===== config.mk =====
export PLATFORM = sky130hd
export DESIGN_NAME = pipe2_arbiter
export DESIGN_NICKNAME = d
export VERILOG_FILES = /design/src/rtl/pipe2_arbiter.sv
export SDC_FILE = /design/constraint.sdc
export NUM_CORES = 1
export LEC_CHECK = 0
export ABC_AREA = 0
export CAP_MARGIN = 20
export CORE_ASPECT_RATIO = 0.8
export CORE_MARGIN = 5
export CORE_UTILIZATION = 46
export CTS_BUF_LIST = sky130_fd_sc_hd__clkbuf_4 sky130_fd_sc_hd__clkbuf_8 sky130_fd_sc_hd__clkbuf_16
export CTS_CLUSTER_DIAMETER = 100
export DETAILED_ROUTE_END_ITERATION = 8
export GPL_TIMING_DRIVEN = 0
export PLACE_DENSITY = 0.88
export RECOVER_POWER = 25
export SYNTH_ARGS = -nofsm -noshare
export SYNTH_HDL_FRONTEND = slang
export SYNTH_SLANG_ARGS = --single-unit
export TNS_END_PERCENT = 1

===== constraint.sdc =====
create_clock -name clk -period 2.6 [get_ports clk]
set_input_delay 0.26 -clock clk [delete_from_list [all_inputs] [get_ports clk]]
set_output_delay 0.26 -clock clk [all_outputs]
set_load 0.01 [all_outputs]

===== src/rtl/pipe2_arbiter.sv =====
// Two-requester round-robin arbiter feeding a shared two-stage, tagged data pipeline.
// Build option: define PIPE2_FIXED_PRIO_EN to give requester A fixed priority over B.
module pipe2_arbiter #(
  parameter int unsigned DW    = 4,
  parameter int unsigned CNT_W = 8
) (
  input  logic             clk,
  input  logic             rst,
  input  logic             req_a,
  input  logic [DW-1:0]    din_a,
  output logic             gnt_a,
  input  logic             req_b,
  input  logic [DW-1:0]    din_b,
  output logic             gnt_b,
  output logic [DW-1:0]    stage1_data,
  output logic             stage1_valid,
  output logic [DW-1:0]    out_data,
  output logic             out_valid,
  output logic             out_tag,
  input  logic             out_ready,
  output logic             busy,
  output logic [CNT_W-1:0] cnt_a,
  output logic [CNT_W-1:0] cnt_b
);

  localparam logic [CNT_W-1:0] CNT_MAX = '1;

  logic [DW-1:0]    s1_data_q, s1_data_d;
  logic             s1_valid_q, s1_valid_d;
  logic             s1_tag_q, s1_tag_d;
  logic [DW-1:0]    out_data_q, out_data_d;
  logic             out_valid_q, out_valid_d;
  logic             out_tag_q, out_tag_d;
  logic             last_grant_q, last_grant_d;  // 0 = A, 1 = B
  logic [CNT_W-1:0] cnt_a_q, cnt_a_d;
  logic [CNT_W-1:0] cnt_b_q, cnt_b_d;
  logic             adv1, adv2;

  always_comb begin
    adv2 = !out_valid_q || out_ready;
    adv1 = !s1_valid_q || adv2;
  end

  // Grant is held off in reset and whenever stage1 cannot take a word.
  always_comb begin
    gnt_a = 1'b0;
    gnt_b = 1'b0;
    if (!rst && adv1) begin
      if (req_a && req_b) begin
`ifdef PIPE2_FIXED_PRIO_EN
        gnt_a = 1'b1;
`else
        gnt_a = last_grant_q;
        gnt_b = !last_grant_q;
`endif
      end else begin
        gnt_a = req_a;
        gnt_b = req_b;
      end
    end
  end

  always_comb begin
    s1_data_d    = s1_data_q;
    s1_valid_d   = s1_valid_q;
    s1_tag_d     = s1_tag_q;
    out_data_d   = out_data_q;
    out_valid_d  = out_valid_q;
    out_tag_d    = out_tag_q;
    last_grant_d = last_grant_q;
    cnt_a_d      = cnt_a_q;
    cnt_b_d      = cnt_b_q;

    if (adv2) begin
      out_data_d  = s1_data_q;
      out_tag_d   = s1_tag_q;
      out_valid_d = s1_valid_q;
    end

    // Stage1 keeps its old data on an empty load; only the valid bit matters then.
    if (adv1) begin
      s1_valid_d = gnt_a || gnt_b;
      if (gnt_a) begin
        s1_data_d = din_a;
        s1_tag_d  = 1'b0;
      end else if (gnt_b) begin
        s1_data_d = din_b;
        s1_tag_d  = 1'b1;
      end
    end

    if (gnt_a) begin
      last_grant_d = 1'b0;
      if (cnt_a_q != CNT_MAX) cnt_a_d = cnt_a_q + CNT_W'(1);
    end
    if (gnt_b) begin
      last_grant_d = 1'b1;
      if (cnt_b_q != CNT_MAX) cnt_b_d = cnt_b_q + CNT_W'(1);
    end
  end

  always_ff @(posedge clk or posedge rst) begin
    if (rst) begin
      s1_data_q    <= '0;
      s1_valid_q   <= 1'b0;
      s1_tag_q     <= 1'b0;
      out_data_q   <= '0;
      out_valid_q  <= 1'b0;
      out_tag_q    <= 1'b0;
      last_grant_q <= 1'b1;
      cnt_a_q      <= '0;
      cnt_b_q      <= '0;
    end else begin
      s1_data_q    <= s1_data_d;
      s1_valid_q   <= s1_valid_d;
      s1_tag_q     <= s1_tag_d;
      out_data_q   <= out_data_d;
      out_valid_q  <= out_valid_d;
      out_tag_q    <= out_tag_d;
      last_grant_q <= last_grant_d;
      cnt_a_q      <= cnt_a_d;
      cnt_b_q      <= cnt_b_d;
    end
  end

  assign stage1_data  = s1_data_q;
  assign stage1_valid = s1_valid_q;
  assign out_data     = out_data_q;
  assign out_valid    = out_valid_q;
  assign out_tag      = out_tag_q;
  assign busy         = s1_valid_q || out_valid_q;
  assign cnt_a        = cnt_a_q;
  assign cnt_b        = cnt_b_q;

endmodule


# --- Word-level counts from Yosys, hierarchy flattened ---
# Cells that the tools add are included.
classes:
  addsub: 2
  mul: 0
  div_mod_pow: 0
  n_lt_le_gt_ge: 0
  n_eq_ne: 2
  shift: 0
  mux: 10
  n_bitwise: 0
  reduce_logical: 14
op_table:
  columns: ["cell", "count"]
  rows:
  - ["$add 8x1->8 const B", 2]
  - ["$ne 8x8->1 const B", 2]
  - ["$mux 1", 8]
  - ["$mux 4", 2]
  - ["$reduce_and 2->1", 3]
  - ["$logic_not 1->1", 4]
  - ["$logic_or 1x1->1", 4]
  - ["$logic_and 1x1->1", 2]
  - ["$reduce_bool 2->1", 1]
word_totals:
  regBits: 29
  latch_bits: 0
  ramBits: 0
  romBits: 0
  in_bits: 13
  word_cells: 37
  mem_count: 0

# --- Longest topological paths before layout ---
# Gate-level depths: netlist of the first run.
depth:
  word_depth: 7
  depth_mapped: 5
  mapped_depth_nobuf: 5

# --- Worst setup path after synthesis of the first run ---
# OpenSTA, ideal clock, no wires.
synth_timing:
  kind: "input to register"
  from: "input port rst"
  to: "register cnt_a_q[5] (netlist: cnt_a[5])"
  setup_ps: 79
  t_arrival_ps: 1842
  path_slack_ps: 679
  path_stages: 5
  n_path_buf: 1
  cell_sequence: "inv_1 nand4_1 buf_6 nor4_1 xor2_1"
synth_via:
  elab_chain_cells: 4
synth_lines:
  columns: ["element", "line_no", "rtl"]
  rows:
  - ["start, declared", "8", "input logic rst,"]
  - ["$logic_not 1->1 (no source line)", null, null]
  - ["$logic_and 1x1->1", "48", "if (!rst && adv1) begin"]
  - ["$mux 1", "48", null]
  - ["$reduce_and 2->1 (no source line)", null, null]
  - ["end signal, assigned", "121", "cnt_a_q <= cnt_a_d;"]
  - ["end, declared", "35", "logic [CNT_W-1:0] cnt_a_q, cnt_a_d;"]
# Every way passes these cells.
# A chain may end at the register's enable or synchronous reset.

# --- Worst setup path in the final report of the first run ---
layout_timing:
  from: "input port rst"
  to: "output port gnt_a"
layout_via:
  elab_chain_cells: 3
layout_lines:
  columns: ["element", "line_no", "rtl"]
  rows:
  - ["$logic_not 1->1 (no source line)", null, null]
  - ["$logic_and 1x1->1", "48", null]
  - ["$mux 1", "48", null]
  - ["end, declared", "11", "output logic gnt_a,"]
# Every way passes these cells.

==> impl_metrics.yaml, run 1 <==
outcome:
  outcome: "finished, final reports clean"
synth:
  yosysTopAreaCell: "dfrtp_1"
  yosys-top-cells-area: "dfrtp_1 (51%), xor2_1 (9.0%), mux2_2 (5.8%)"
  avgSynthCellArea_um2: 12.4
  synthCells: 110
  synth-seq-area-share_pct: 53.4
  syn_area_mm2: 0.00136
  synth_cell_types: 29
  yosysWarnings: 0
  syn_nets: 125
  yosysTopAreaCellShare_pct: 51.5
  ys_ff_latch: 29
clock_tree:
  path_clk_slew_ns: 0.07
  clk_latency_ns: 0.28
  root_buffer: "clkbuf_8"
  post_cts_resized: 0
  tritoncts: "yes"
  htree_levels: 2
  post_cts_buffers: 0
  clock_sinks: 29
  numCtsBuffers: 5
  hold_buffers: 0
  clk_path_buf_depth: 2
sta:
  slew_violations: 0
  grt_setup_unrepaired: "no"
  tightest_slew_ns: 0.320
  hold_viol: 0
  fmax_mhz: 425
  period_needed_ns: 2.35
  slew_headroom_pct: 78.7
  period_share_pct: 90.4
  tns_ns: 0
  clock_skew_ns: 0.00755
  setup_viol: 0
worst_setup_path:
  r2r_cells: 5
  crit_start: "rst"
  rrSetupSlack_ns: 0.94
  crit_required_ns: 2.34
  crit_path_start_kind: "input port"
  worstPathMaxFanout: 23
  r2r_end: "cnt_b[1]"
  rr_startpoint: "cnt_b[0]"
  path_class: "in2out"
  endpoint_kind: "output port"
  critPathArrivalTime_ns: 2.09
  cp-endpoint: "gnt_a"
routing:
  routedWlPerCell_um: 14.6
  num_vias: 1009
  dr.pass1.iters: 6
  first_iter_violations: 25
  drc: 0
  via_per_inst: 5.07
  ant_nets: 0
  wl_mm: 2.90
place:
  dp_cells: 191
  place_hpwl_mm: 2.25
  io_buffers: 42
  place_congestion: 0.743
floorplanning:
  fp.dieW_um: 70.8
  dieArea_mm2: 0.00415
  die_y_um: 58.7
  row_count: 17
  start_util_pct: 48.5
  core_mm2: 0.00281
  pin_count: 43
grt:
  grt_pass1_wl_mm: 4.93
  grt_max_degree: 24
  grt_usage_pct: 15.3
  grt_pass1_vias: 1049
  grt_overflow: 0
  antenna_found_initial: 0
pwr:
  p_int_mw: 1.19
  swShare_pct: 33.4
  clkPwrFrac_pct: 20.1
  share_comb_of_total_power_pct: 37.4
  power_frac_seq_pct: 42.5
  switchingPower_mw: 0.596
  power.total_mw: 1.79
  leakage_nw: 0.859
  vdd_drop_max_v: 0.000549
  power.density_mw_per_mm2: 917
finish:
  fin_cells: 199
  nFillCells: 229
  drive_gt1_share_pct: 18.0
  nets: 175
  layout_commonest_cell: "clkdlybuf4s50_1"
  final_cell_mix: "clkdlybuf4s50_1 (42), dfrtp_1 (28), xor2_1 (14)"
  n_antenna_cell: 0
  area_delta_synth_final_pct: 43.0
min_path:
  hp-class: "in2async"
job:
  cap_viol_max_count: 0
==> per-layer routing <==
layer	track usage, %	part of all wire (%)	vias to the layer above	wire length [um]
li1	-	-	490	-
met3	6.48	6.9	2	199
met1	18.1	43	484	1260
met2	25.1	49	33	1430
met5	0	0	-	0
met4	5.63	0.52	0	15
==> how the worst min path moves through the flow <==
| stage | from | endpoint | slack [ns] | cells after the start |
|---|---|---|---|---|
| after global routing | rst | cnt_b[5] | 0.28 | 2 |
| after CTS | rst | cnt_b[0] | 0.28 | 2 |
| after floorplan | rst | cnt_a[0] | 0.37 | 1 |
| final | rst | cnt_b[0] | 0.27 | 2 |
| after global placement | s1_tag_q | s1_tag_q | 0.46 | 2 |
| after detailed placement | last_grant_q | last_grant_q | 0.47 | 2 |
==> cells in the mapped netlist <==
| cell type | n |
|---|---|
| a21boi_2 | 1 |
| a22oi_1 | 4 |
| and2_0 | 1 |
| and2_1 | 1 |
| and2b_1 | 1 |
| and4_1 | 3 |
| buf_6 | 3 |
| clkbuf_1 | 1 |
| dfrtp_1 | 28 |
| dfstp_2 | 1 |
| ha_1 | 2 |
| inv_1 | 3 |
| mux2_2 | 7 |
| nand2_1 | 10 |
| nand2b_1 | 3 |
| nand3_1 | 4 |
| nand3_2 | 1 |
| nand3b_2 | 1 |
| nand4_1 | 2 |
| nor2_1 | 2 |
| nor3_1 | 3 |
| nor3b_1 | 2 |
| nor4_1 | 3 |
| nor4_2 | 1 |
| nor4_4 | 1 |
| nor4b_2 | 2 |
| o2bb2ai_1 | 4 |
| or2_2 | 1 |
| xor2_1 | 14 |
==> metrics by stage <==
step,utilization [%],instance area (um2),hold WS (ns),setup WS [ns]
2_1_floorplan,-,1360,0.369,0.679
3_3_place_gp,65.2,1830,0.460,-0.346
3_5_place_dp,66.1,1860,0.465,0.143
4_1_cts,69.2,1940,0.283,0.149
5_1_grt,69.3,1950,0.277,0.102
6_report,69.3,1950,0.268,0.249
==> power by group through the flow <==
stage	clock [mW]	sequential, mW	combinational [mW]
finish	0.358	0.759	0.669
global route	0.390	0.790	0.726
CTS	0.373	0.761	0.681
detailed placement	0	0.767	0.678
global placement	0	0.756	0.653
floorplan	0	0.807	0.238
==> critical path: stages <==
cell and delay, ns:
clkdlybuf4s50_1 0.50, clkinvlp_4 0.26, buf_16 0.26, nand4_1 0.14
buf_6 0.16, inv_1 0.04, clkdlybuf4s50_1 0.47
==> sequential cells by signal, summed over array words and instances, names as in the netlist <==
register / count
stage1_data: 4
last_grant_q: 1
out_valid: 1
stage1_valid: 1
s1_tag_q: 1
out_data: 4
cnt_b: 8
out_tag: 1
cnt_a: 8
==> layout make-up <==
| cell class | count | area (um2) | share of cell area, % |
|---|---|---|---|
| flip-flops and latches | 29 | 727 | 37.3 |
| multi-input cells | 74 | 586 | 30.1 |
| repair buffers | 43 | 448 | 23.0 |
| clock buffers | 5 | 68.8 | 3.53 |
| well taps | 38 | 47.5 | 2.44 |
| plain buffers | 4 | 37.5 | 1.93 |
| clock inverters | 3 | 17.5 | 0.900 |
| inverters | 3 | 15.0 | 0.771 |
==> cells by family after synthesis <==
group / synth area share [%]
compound gates: 5.61
fa+ha+maj: 1.84
xor+xnor: 9.01
simple gates: 20.8
mux: 5.79
flops: 53.4
buf+inv: 3.58
(Power assumes the default switching activity.)
==> run 2: changes to the inputs <==
--- a/config.mk
+++ b/config.mk
@@ -9,12 +9,13 @@
 export CAP_MARGIN = 20
 export CORE_ASPECT_RATIO = 0.8
 export CORE_MARGIN = 5
-export CORE_UTILIZATION = 46
+export CORE_UTILIZATION = 40
 export CTS_BUF_LIST = sky130_fd_sc_hd__clkbuf_4 sky130_fd_sc_hd__clkbuf_8 sky130_fd_sc_hd__clkbuf_16
 export CTS_CLUSTER_DIAMETER = 100
 export DETAILED_ROUTE_END_ITERATION = 8
 export GPL_TIMING_DRIVEN = 0
-export PLACE_DENSITY = 0.88
+export HOLD_SLACK_MARGIN = 0.05
+export PLACE_DENSITY = 0.8
 export RECOVER_POWER = 25
 export SYNTH_ARGS = -nofsm -noshare
 export SYNTH_HDL_FRONTEND = slang
==> run 2 against run 1 <==
Net effect: clock skew up 0.0015 ns; sequential share of layout area hardly changed; largest power group unchanged; register-to-register slack barely moved; worst hold slack barely moved; critical path type unchanged; critical endpoint unchanged; via count up 3.8%; sequential cell count did not move; largest cell class unchanged; global-route usage is 1.7 points lower.
==> impl_metrics.yaml, run 2 (synthesis results as in run 1) <==
outcome:
  outcome: "finished, final reports clean"
clock_tree:
  post_cts_resized: 0
  clock_sinks: 29
  path_clk_slew_ns: 0.06
  post_cts_buffers: 0
  clk_path_buf_depth: 2
  htree_levels: 2
  hold_buffers: 0
  root_buffer: "clkbuf_8"
  numCtsBuffers: 5
  tritoncts: "yes"
  clk_latency_ns: 0.29
sta:
  grt_setup_unrepaired: "no"
  hold_viol: 0
  period_share_pct: 91.8
  period_needed_ns: 2.39
  tns_ns: 0
  fmax_mhz: 419
  slew_headroom_pct: 72.4
  slew_violations: 0
  clock_skew_ns: 0.00906
  tightest_slew_ns: 0.413
  setup_viol: 0
  fin_ws_ns: 0.212
floorplanning:
  fp.dieW_um: 75.2
  pin_count: 43
  dieArea_mm2: 0.00468
  row_count: 19
  core_mm2: 0.00335
  start_util_pct: 40.6
  die_y_um: 62.2
job:
  cap_viol_max_count: 0
finish:
  final_cell_mix: "clkdlybuf4s50_1 (42), dfrtp_1 (28), xor2_1 (14)"
  n_antenna_cell: 0
  nFillCells: 289
  regArea_um2: 727
  multi_input_area_um2: 586
  layout_commonest_cell: "clkdlybuf4s50_1"
  fin_cells: 203
  nets: 175
  area_delta_synth_final_pct: 43.1
  drive_gt1_share_pct: 17.4
routing:
  first_iter_violations: 46
  via_per_inst: 5.16
  wl_met1_mm: 1.29
  ant_nets: 0
  drc: 0
  dr.pass1.iters: 4
  wl_met2_mm: 1.38
  met3WireLength_um: 151
  maxUsedRoutingLayer: "met4"
  wl_mm: 2.88
  routedWlPerCell_um: 14.2
  num_vias: 1047
grt:
  grt_max_degree: 26
  grt_usage_pct: 13.6
  grt_pass1_wl_mm: 4.82
  grt_overflow: 0
  grt_pass1_vias: 1068
  antenna_found_initial: 0
worst_setup_path:
  crit_path_start_kind: "input port"
  crit_required_ns: 2.34
  path_class: "in2out"
  worstPathMaxFanout: 25
  endpoint_kind: "output port"
  critPathArrivalTime_ns: 2.13
pwr:
  power.density_mw_per_mm2: 919
  leakage_nw: 0.869
  vdd_drop_max_v: 0.000471
place:
  place_hpwl_mm: 2.20
  dpl_worst_slack_ns: 0.180
  dp_cells: 195
  place_congestion: 0.782
  io_buffers: 42
min_path:
  hp-class: "in2async"
[run 2: area by class of cell]
| class | count | share of cell area [%] |
|---|---|---|
| Clock buffer | 6 | 3.92 |
| Buffer | 4 | 1.93 |
| Sequential cell | 29 | 37.3 |
| Inverter | 3 | 0.578 |
| Clock inverter | 2 | 0.514 |
| Timing Repair Buffer | 43 | 23.0 |
| Multi-Input combinational cell | 74 | 30.1 |
| Tap cell | 42 | 2.70 |
[run 2: final timing paths]
kind / start / end / slack (ns) / depth (start not counted)
min in group clk: last_grant_q / last_grant_q / 0.47 / 2
max in group asynchronous: rst / last_grant_q / 1.81 / 3
hold reg to reg: last_grant_q / last_grant_q / 0.47 / 2
hold / removal: rst / cnt_b[7] / 0.27 / 2
setup reg to reg: cnt_a[0] / cnt_a[1] / 0.93 / 5
setup / recovery: rst / gnt_a / 0.21 / 7
[run 2: worst max-delay path: stages]
cell and delay [ns]:
clkdlybuf4s50_1 0.39, inv_1 0.32, buf_16 0.23, nand4_1 0.16
buf_6 0.18, inv_1 0.05, clkdlybuf4s50_1 0.53
[run 2: routing by layer]
layer | GRT usage, % | vias up
met5 | 0 | -
met4 | 6.55 | 0
met3 | 4.52 | 7
met2 | 20.5 | 25
met1 | 17.2 | 522
li1 | - | 493
[run 2: power breakdown]
group / leakage [nW] / total [mW] / switching, mW / internal, mW
Combinational: 0.463 / 0.667 / 0.265 / 0.402
Clock: 0.0484 / 0.360 / 0.165 / 0.195
Sequential: 0.357 / 0.762 / 0.157 / 0.605
Total: 0.869 / 1.79 / 0.587 / 1.20
[run 2: per-stage QoR]
| stage | util [%] | cell area [um2] | total power [mW] | hold slack (ns) |
|---|---|---|---|---|
| 5_1_grt | 58.1 | 1950 | 1.90 | 0.295 |
| 2_1_floorplan | - | 1360 | 1.04 | 0.369 |
| 3_3_place_gp | 54.7 | 1830 | 1.41 | 0.453 |
| 6_report | 58.1 | 1950 | 1.79 | 0.267 |
| 3_5_place_dp | 55.5 | 1860 | 1.45 | 0.461 |
| 4_1_cts | 58.1 | 1950 | 1.82 | 0.280 |
==> run 3: changes to the inputs <==
--- a/config.mk
+++ b/config.mk
@@ -13,9 +13,10 @@
 export CTS_BUF_LIST = sky130_fd_sc_hd__clkbuf_4 sky130_fd_sc_hd__clkbuf_8 sky130_fd_sc_hd__clkbuf_16
 export CTS_CLUSTER_DIAMETER = 100
 export DETAILED_ROUTE_END_ITERATION = 8
+export DONT_BUFFER_PORTS = 1
 export GPL_TIMING_DRIVEN = 0
 export HOLD_SLACK_MARGIN = 0.05
-export PLACE_DENSITY = 0.8
+export PLACE_DENSITY = 0.63
 export RECOVER_POWER = 25
 export SYNTH_ARGS = -nofsm -noshare
 export SYNTH_HDL_FRONTEND = slang
==> run 3 against run 2 <==
Net effect: worst hold slack lost 0.073 ns; sequential share of layout area rose by 10 points; via count shrank 16%; sequential cell count stayed put; largest power group unchanged; highest routed layer unchanged.
==> impl_metrics.yaml, run 3 (synthesis results as in run 1) <==
clock_tree:
  numCtsBuffers: 5
  path_clk_slew_ns: 0.07
  tritoncts: "yes"
  post_cts_resized: 0
  clock_sinks: 29
  clk_path_buf_depth: 2
  root_buffer: "clkbuf_8"
  clk_latency_ns: 0.28
  htree_levels: 2
  post_cts_buffers: 0
  hold_buffers: 1
pwr:
  leakage_nw: 0.709
  power.density_mw_per_mm2: 970
  share_comb_of_total_power_pct: 19.1
  swShare_pct: 37.2
  p_int_mw: 0.937
  vdd_drop_max_v: 0.000385
  switchingPower_mw: 0.555
  clkPwrFrac_pct: 23.8
  power_frac_seq_pct: 57.1
finish:
  n_antenna_cell: 0
  nFillCells: 300
  final_area_mm2: 0.00154
  drive_gt1_share_pct: 23.3
  regArea_um2: 727
  multi_input_area_um2: 586
  layout_commonest_cell: "dfrtp_1"
  final_cell_mix: "dfrtp_1 (28), xor2_1 (14), nand2_1 (10)"
  area_delta_synth_final_pct: 13.0
  nets: 134
routing:
  first_iter_violations: 29
  dr.pass1.iters: 4
  ant_nets: 0
  routedWlPerCell_um: 17.1
  drc: 0
  num_vias: 876
  wl_mm: 2.77
  via_per_inst: 5.41
job:
  cap_viol_max_count: 0
floorplanning:
  fp.dieW_um: 75.2
  row_count: 19
  dieArea_mm2: 0.00468
  start_util_pct: 40.6
  pin_count: 43
  die_y_um: 62.2
  core_mm2: 0.00335
worst_setup_path:
  crit_path_start_kind: "input port"
  endpoint_kind: "output port"
  path_class: "in2out"
  rr_startpoint: "cnt_a[0]"
  worstPathMaxFanout: 20
  crit_required_ns: 2.34
  critPathArrivalTime_ns: 1.92
  crit_start: "rst"
min_path:
  hold_start: "din_a[3]"
  hp-class: "in2reg"
sta:
  period_share_pct: 83.8
  slew_headroom_pct: 59.9
  fin_ws_ns: 0.420
  hold_viol: 0
  fmax_mhz: 459
  grt_setup_unrepaired: "no"
  period_needed_ns: 2.18
  clock_skew_ns: 0.00890
  tns_ns: 0
  tightest_slew_ns: 0.600
  setup_viol: 0
  slew_violations: 0
grt:
  grt_pass1_vias: 895
  grt_max_degree: 21
  grt_overflow: 0
  grt_pass1_wl_mm: 4.51
  antenna_found_initial: 0
  grt_usage_pct: 12.7
place:
  dpl_cell_area_mm2: 0.00144
  place_hpwl_mm: 2.09
  io_buffers: 0
  dpl_worst_slack_ns: 0.651
  place_congestion: 0.776
outcome:
  outcome: "finished, final reports clean"
-- run 3: metrics by stage --
| stage | std cells | utilization, % | hold WS [ns] | total power [mW] |
|---|---|---|---|---|
| 3_5_place_dp | 153 | 43.0 | 0.255 | 1.15 |
| 6_report | 162 | 45.9 | 0.194 | 1.49 |
| 5_1_grt | 162 | 45.9 | 0.210 | 1.60 |
| 2_1_floorplan | 110 | - | 0.369 | 1.04 |
| 3_3_place_gp | 152 | 42.2 | 0.463 | 1.12 |
| 4_1_cts | 162 | 45.9 | 0.184 | 1.51 |
-- run 3: power by group through the flow --
stage          clock [mW]  combinational, mW  sequential, mW
2_1_floorplan           0              0.238           0.807
3_3_place_gp            0              0.269           0.854
3_5_place_dp            0              0.291           0.858
4_1_cts             0.369              0.291           0.853
5_1_grt             0.395              0.324           0.879
6_report            0.355              0.285           0.851
-- run 3: worst paths after layout --
path / to / slack [ns] / depth (start not counted)
min in group asynchronous: out_data[1] / 0.49 / 2
min: stage1_data[3] / 0.19 / 2
min reg2reg: last_grant_q / 0.48 / 2
max: gnt_a / 0.42 / 6
max in group asynchronous: last_grant_q / 1.53 / 3
max reg2reg: cnt_a[1] / 0.86 / 5
-- run 3: final cells by class --
type	instances	share of cell area, %
plain buffers	4	2.44
multi-input cells	74	38.1
repair buffers	2	2.44
inverters	3	0.732
clock inverters	3	1.14
well taps	42	3.42
flip-flops and latches	29	47.3
clock buffers	5	4.48
-- run 3: per-layer routing --
layer / global-route usage, % / share of wire [%] / up-vias
met5: 0 / 0 / -
met4: 5.24 / 1.3 / 0
met2: 17.8 / 45 / 29
met3: 5.48 / 10 / 5
met1: 17.0 / 44 / 436
li1: - / - / 406
-- run 3: worst max-delay path, stage by stage --
cell and delay (ns):
dlygate4sd3_1 0.53, inv_1 0.45, buf_16 0.23, nand4_1 0.16, buf_6 0.18, inv_1 0.09
